--- src/rtl/mem_access.sv ---
// Memory-access pipeline stage: passes ALU results through and runs loads/stores
// as little-endian byte-serial transactions against a byte-wide memory controller.
module mem_access #(
    parameter int ADDR_W = 32
) (
    input  logic              clk,
    input  logic              rst,
    input  logic [4:0]        wd_i,
    input  logic              wreg_i,
    input  logic [31:0]       wdata_i,
    input  logic              ld_i,
    input  logic              st_i,
    input  logic [2:0]        funct3_i,
    input  logic [31:0]       mem_addr_i,
    input  logic [31:0]       mem_sdata_i,
    output logic              mc_req_o,
    output logic              mc_we_o,
    output logic [ADDR_W-1:0] mc_addr_o,
    output logic [7:0]        mc_wdata_o,
    input  logic [7:0]        mc_rdata_i,
    input  logic              mc_ack_i,
    output logic [4:0]        wd_o,
    output logic              wreg_o,
    output logic [31:0]       wdata_o,
    output logic              stallreq_o
);

    typedef enum logic [1:0] {IDLE, BUSY, DONE} state_t;

    state_t      state;
    state_t      next_state;
    logic [1:0]  k;
    logic [31:0] asm_buf;
    logic        legal;
    logic        mem_op;
    logic [1:0]  last_k;
    logic [31:0] load_data;

    always_comb begin
        legal  = 1'b0;
        last_k = 2'd0;
        case (funct3_i)
            3'b000, 3'b100: begin legal = 1'b1; last_k = 2'd0; end
            3'b001, 3'b101: begin legal = 1'b1; last_k = 2'd1; end
            3'b010:         begin legal = 1'b1; last_k = 2'd3; end
            default:        begin legal = 1'b0; last_k = 2'd0; end
        endcase
    end

    assign mem_op = (ld_i | st_i) & legal;

    always_ff @(posedge clk or posedge rst) begin
        if (rst) begin
            state <= IDLE;
        end else begin
            state <= next_state;
        end
    end

    always_comb begin
        next_state = state;
        case (state)
            IDLE:    if (mem_op) next_state = BUSY;
            BUSY:    if (mc_ack_i && (k == last_k)) next_state = DONE;
            DONE:    next_state = IDLE;
            default: next_state = IDLE;
        endcase
    end

    // Byte counter and assembly register; cleared every IDLE cycle so no stale byte survives.
    always_ff @(posedge clk or posedge rst) begin
        if (rst) begin
            k       <= 2'd0;
            asm_buf <= 32'd0;
        end else begin
            case (state)
                IDLE: begin
                    k       <= 2'd0;
                    asm_buf <= 32'd0;
                end
                BUSY: begin
                    if (mc_ack_i) begin
                        if (ld_i) asm_buf[{k, 3'b000} +: 8] <= mc_rdata_i;
                        if (k != last_k) k <= k + 2'd1;
                    end
                end
                default: ;
            endcase
        end
    end

    always_comb begin
        case (funct3_i)
            3'b000:  load_data = {{24{asm_buf[7]}}, asm_buf[7:0]};
            3'b001:  load_data = {{16{asm_buf[15]}}, asm_buf[15:0]};
            3'b100:  load_data = {24'd0, asm_buf[7:0]};
            3'b101:  load_data = {16'd0, asm_buf[15:0]};
            default: load_data = asm_buf;
        endcase
    end

    // Reset gates every output combinationally so a mid-transaction reset drops the request at once.
    always_comb begin
        mc_req_o   = 1'b0;
        mc_we_o    = 1'b0;
        mc_addr_o  = '0;
        mc_wdata_o = 8'd0;
        wd_o       = 5'd0;
        wreg_o     = 1'b0;
        wdata_o    = 32'd0;
        stallreq_o = 1'b0;
        if (!rst) begin
            case (state)
                IDLE: begin
                    wd_o = wd_i;
                    if (ld_i || st_i) begin
                        stallreq_o = legal;
                    end else begin
                        wreg_o  = wreg_i;
                        wdata_o = wdata_i;
                    end
                end
                BUSY: begin
                    wd_o       = wd_i;
                    mc_req_o   = 1'b1;
                    mc_we_o    = st_i;
                    mc_addr_o  = mem_addr_i[ADDR_W-1:0] + ADDR_W'(k);
                    mc_wdata_o = mem_sdata_i[{k, 3'b000} +: 8];
                    stallreq_o = 1'b1;
                end
                DONE: begin
                    wd_o = wd_i;
                    if (ld_i) begin
                        wreg_o  = wreg_i;
                        wdata_o = load_data;
                    end
                end
                default: ;
            endcase
        end
    end

endmodule

--- config.mk ---
export PLATFORM = sky130hd
export DESIGN_NAME = mem_access
export DESIGN_NICKNAME = d
export VERILOG_FILES = /design/src/rtl/mem_access.sv
export SDC_FILE = /design/constraint.sdc
export NUM_CORES = 1
export LEC_CHECK = 0
export CORE_UTILIZATION = 35
export DETAILED_ROUTE_END_ITERATION = 12
export PLACE_DENSITY = 0.78
export SLEW_MARGIN = 20
export SYNTH_ARGS = -nofsm -noshare
export SYNTH_HDL_FRONTEND = slang
export SYNTH_SLANG_ARGS = --single-unit
--- constraint.sdc ---
create_clock -name clk -period 2.6 [get_ports clk]
set_clock_uncertainty 0.05 [all_clocks]
set_input_delay 0.52 -clock clk [delete_from_list [all_inputs] [get_ports clk]]
set_output_delay 0.52 -clock clk [all_outputs]
set_load 0.05 [all_outputs]
== After elaboration in Yosys (flattened, before gate mapping) ==
Cells that the tools add are included.
Word-level totals
  register bits after elaboration: 36
  bits in latches: 0
  memory bits (writable): 0
  bits in read-only memories: 0
  bits of input ports: 118
  output and inout bits: 81
  logic and storage cells: 69
  memories kept: 0
Operators by class
  $add $sub $neg: 3
  multipliers: 0
  divide/modulo/power cells: 0
  magnitude comparators: 0
  eq/ne operators: 13
  shift-type cells: 3
  multiplexer cells: 34
  bitwise logic cells: 2
  reductions and logical operators: 11
Operator list (count)
  $mux W32: 7
  $pmux W32 S2: 2
  $pmux W32 S4: 1
  $add A32 B2 Y32: 1
  $bwmux W32: 1
  $shift A8 B7 Y32 const A: 1
  $shiftx A32 B6 Y8: 1
  $shiftx A8 B7 Y32: 1
  $mux W8: 2
  $pmux W2 S2: 3
  $mux W1: 10
  $mux W5: 2
  $ne A2 B2 Y1 const B: 5
  $mux W2: 4
  $neg A5 Y7: 1
  $eq A3 B3 Y1 const B: 2
  $reduce_and A3 Y1: 2
  $reduce_or A5 Y1: 1
  $pmux W1 S2: 2
  $eq A3 B1 Y1 const B: 1
  $eq A3 B2 Y1 const B: 1
  $logic_not A3 Y1: 1
  $reduce_or A3 Y1: 1
  $add A2 B1 Y2 const B: 1
  12 further kinds: 12

== Logic depth before layout (Yosys ltp) ==
  word-level depth: 7
  depth in mapped cells: 9
  gate-level depth less buffers: 6

== Worst setup path after synthesis ==
OpenSTA, ideal clock, no wires.
  kind: input port to output port
  start point: in mem_addr_i[1]
  end point: out mc_addr_o[29]
  arrival time: 3.286 ns
  required time: 2.030 ns
  slack: -1.256 ns
  stages on the path: 5
  cell sequence: ha_1 > a21oi_1 > or4_1 > buf_2 > o41ai_1
On the way
  cells in the longest elaborated chain, start to end: 3
RTL lines
  start: declaration: line 14  | input logic [31:0] mem_addr_i,
  $add A32 B2 Y32: line 127  | mc_addr_o = mem_addr_i[ADDR_W-1:0] + ADDR_W'(k);
  $mux W32: line 113  | case (state)
  $mux W32: line 112  | if (!rst) begin
  end: declaration: line 18  | output logic [ADDR_W-1:0] mc_addr_o,
No other way between the ends.

== Worst setup path in the final report ==
  start point: reg k[0]
  end point: out mc_addr_o[22]
On the way
  cells in the longest elaborated chain, start to end: 3
RTL lines
  start: declaration: line 32  | logic [1:0] k;
  start signal: assignment: line 84  | if (k != last_k) k <= k + 2'd1;
  $add A32 B2 Y32: line 127
  $mux W32: line 113
  $mux W32: line 112
No other way between the ends.

==> results.json <==
{
  "synth_top_family_by_area": "simple AND/OR/NAND/NOR gates",
  "r2r-end": "asm_buf[8]",
  "grt_pass1_vias": 5307,
  "synth.avg_cell_area_sq_um": 7.68,
  "worstReg2RegStart": "k[0]",
  "synthAdderAreaFrac_pct": 2.75,
  "cts_made_buffers": 5,
  "cp-start-kind": "register",
  "die_area_sq_um": 10300,
  "violations": "setup timing",
  "yosysWarnings": 0,
  "hold_violations": 0,
  "cap_viol_max_count": 0,
  "synth_cells": 450,
  "slew_headroom_pct": 64.1,
  "yosys_most_used_dff": "dfrtp_1",
  "netlist_area_sq_um": 3460,
  "irDropWorstVdd_mv": 0.302,
  "leakage_nw": 3.21,
  "path_delay_family": "simple AND/OR/NAND/NOR gates",
  "utilization_pct": 85.1,
  "grt_max_degree": 35,
  "crit_buf_inv": 2,
  "die_y_microns": 101,
  "groute.usage.overall_pct": 36.4,
  "hp-class": "register to register",
  "ff_latch_area_sq_um": 902,
  "cts_tree": "yes",
  "clock_latency_ns": 0.29,
  "r2r_cells": 7,
  "antenna_left": 0,
  "drt-total-wl_mm": 20.2,
  "total_power_w": 0.00486,
  "dieWidth_microns": 101,
  "h-tree-depth": 2,
  "cp_slowest_cell": "or4_4",
  "route.detailed.drc": 0,
  "synth.top_cells.by_count": "51 x nor2_1, 36 x dfrtp_1, 33 x nand3_1, 33 x o21ai_0",
  "fin_ws_ns": -0.677,
  "fin_nets": 852,
  "worst_pin_slew_ns": 0.536,
  "r2r_slack_ns": 0.21,
  "critPathLaunch": "k[0]",
  "cp.arrival_ns": 2.71,
  "antenna_found_initial": 2,
  "synth-xor-area-share_pct": 2.53,
  "slew_viol_final": 0,
  "rsz0062_at_grt": "true",
  "clock_path_buffers": 2,
  "setup.worst_path.class": "register to output pin",
  "cp.required_ns": 2.03,
  "syn2layout_area_growth_pct": 132,
  "setup_viol_count_final": 41,
  "ioPinCount": 199,
  "cts_hold_buf": 0,
  "fp-row-count": 35,
  "max_freq_mhz": 305,
  "path_depth": 8,
  "yosys-top-cells-area": "dfrtp_1 26%, nor2_1 5.5%, mux4_2 5.2%",
  "fillers": 468,
  "core_sq_um": 9420,
  "crit_end": "mc_addr_o[22]",
  "via_count": 5293,
  "yosysTopAreaCell": "dfrtp_1",
  "synth_compound_area_share_pct": 23.9,
  "multi_input_area_sq_um": 3100,
  "syn_nets": 575,
  "pwr_density_cell_nw_per_um2": 607,
  "wl_per_cell_microns": 23.5,
  "synth_top_area_share_pct": 26.1,
  "synth-simple-area-share_pct": 31.1,
  "place.gp.congestion": 0.924,
  "grt_first_pass_wirelength_mm": 28.9,
  "crit_chain": "ha_4 -> fa_2 -> nand3_4 -> or4_4 -> buf_4 -> or3_4 -> a21oi_4 -> buf_12",
  "cts_root_buf": "clkbuf_8",
  "end_kind": "output pin",
  "io_buffers": 198,
  "clkTransAtPathRegs_ns": 0.09,
  "async_flop_share_pct": 100,
  "finalCritPeriodShare_pct": 126,
  "viasPerCell": 6.16,
  "yosys-mux-area-fraction_pct": 6.95,
  "synth.distinct_cells": 49,
  "drt_pass1_iterations": 6,
  "dr.first_iter.drc_count": 707,
  "cpPeakStageDelay_ns": 0.55,
  "cts_sinks": 36,
  "yosysMostFrequentCell": "nor2_1",
  "seq_area_frac_synth_pct": 26.1,
  "synth-seq-cells": 36,
  "start_util_pct": 36.7,
  "period_minus_slack_ns": 3.28,
  "drive_gt1_share_pct": 47.0,
  "status": "complete, but fails checks",
  "hpwl_mm": 12.2,
  "overflow": 0,
  "crit_fanout": 5,
  "synth_edf_count": 0
}
[sequential cells by signal, indices dropped and copies added (netlist names)]
name / flops
k: 2
state: 2
asm_buf: 32
[how the worst min path moves through the flow]
stage / from / to / slack, ns / cells after the start
after floorplan: asm_buf[24] / asm_buf[24] / 0.41 / 1
after global placement: asm_buf[29] / asm_buf[29] / 0.43 / 1
after detailed placement: asm_buf[10] / asm_buf[10] / 0.43 / 1
after CTS: asm_buf[31] / asm_buf[31] / 0.45 / 1
after global routing: asm_buf[31] / asm_buf[31] / 0.47 / 1
final: asm_buf[25] / asm_buf[25] / 0.46 / 1
[cells by family (layout without fill, tap and decap cells)]
group	count (synthesis)	count (layout)
buf+inv	59	335
compound gates	125	125
other cells	0	2
flops	36	36
xor+xnor	10	10
simple gates	199	201
mux	14	14
fa+ha+maj	7	7
[per-layer routing]
| layer | GRT usage, % | up-vias | wire [microns] |
|---|---|---|---|
| li1 | - | 2224 | - |
| met1 | 39.9 | 2520 | 7050 |
| met2 | 62.8 | 421 | 9930 |
| met3 | 13.0 | 128 | 2040 |
| met4 | 17.3 | 0 | 1180 |
| met5 | 0 | - | 0 |
[metrics by stage]
stage / area (sq um) / hold slack, ns / setup TNS (ns) / worst slack [ns] / cells
floorplan: 3880 / 0.414 / -3.61 / -0.297 / 450
global placement: 7310 / 0.429 / -20.78 / -0.838 / 832
detailed placement: 7310 / 0.435 / -22.54 / -0.926 / 832
CTS: 7760 / 0.454 / -6.49 / -0.585 / 849
global route: 8010 / 0.468 / -13.06 / -0.766 / 859
finish: 8010 / 0.457 / -10.55 / -0.677 / 859
[final cells by class]
type	count	area share (%)
well taps	129	2.01
clock buffers	7	1.20
diodes	2	0.0625
flip-flops and latches	36	11.3
multi-input cells	357	38.7
clock inverters	1	0.375
repair buffers	303	45.3
inverters	24	1.12
[repair_timing]
action / 4_1_cts / 5_1_grt
gates cloned: 2 / 1
pin swaps: 36 / 20
gates resized for setup: 92 / 43
setup endpoints to repair: 68 / 75
setup buffers: 9 / 11
[cells in the final DEF (no fill, tap or decap), drive strengths merged, types with 8 or more instances in the layout]
| cell | netlist | layout |
|---|---|---|
| nand2b | 9 | 9 |
| nand2 | 27 | 27 |
| inv | 23 | 23 |
| a32oi | 16 | 16 |
| dlygate4sd2 | 0 | 17 |
| clkdlybuf4s50 | 0 | 91 |
| dfrtp | 36 | 36 |
| nand4 | 10 | 10 |
| nand3 | 34 | 34 |
| a22oi | 8 | 8 |
| nor2b | 10 | 10 |
| or2 | 9 | 9 |
| clkbuf | 32 | 8 |
| a22o | 16 | 16 |
| mux4 | 8 | 8 |
| and3 | 8 | 8 |
| a21oi | 32 | 32 |
| o21ai | 33 | 33 |
| xnor2 | 9 | 9 |
| nor2 | 51 | 51 |
| buf | 3 | 186 |
[power breakdown]
group          internal [W]  total (W)  switching (W)
clock              0.000339   0.000553       0.000214
combinational       0.00159    0.00359        0.00200
sequential         0.000643   0.000723      0.0000798
total               0.00257    0.00486        0.00229
Note: power is estimated with default switching activity, not from simulation.
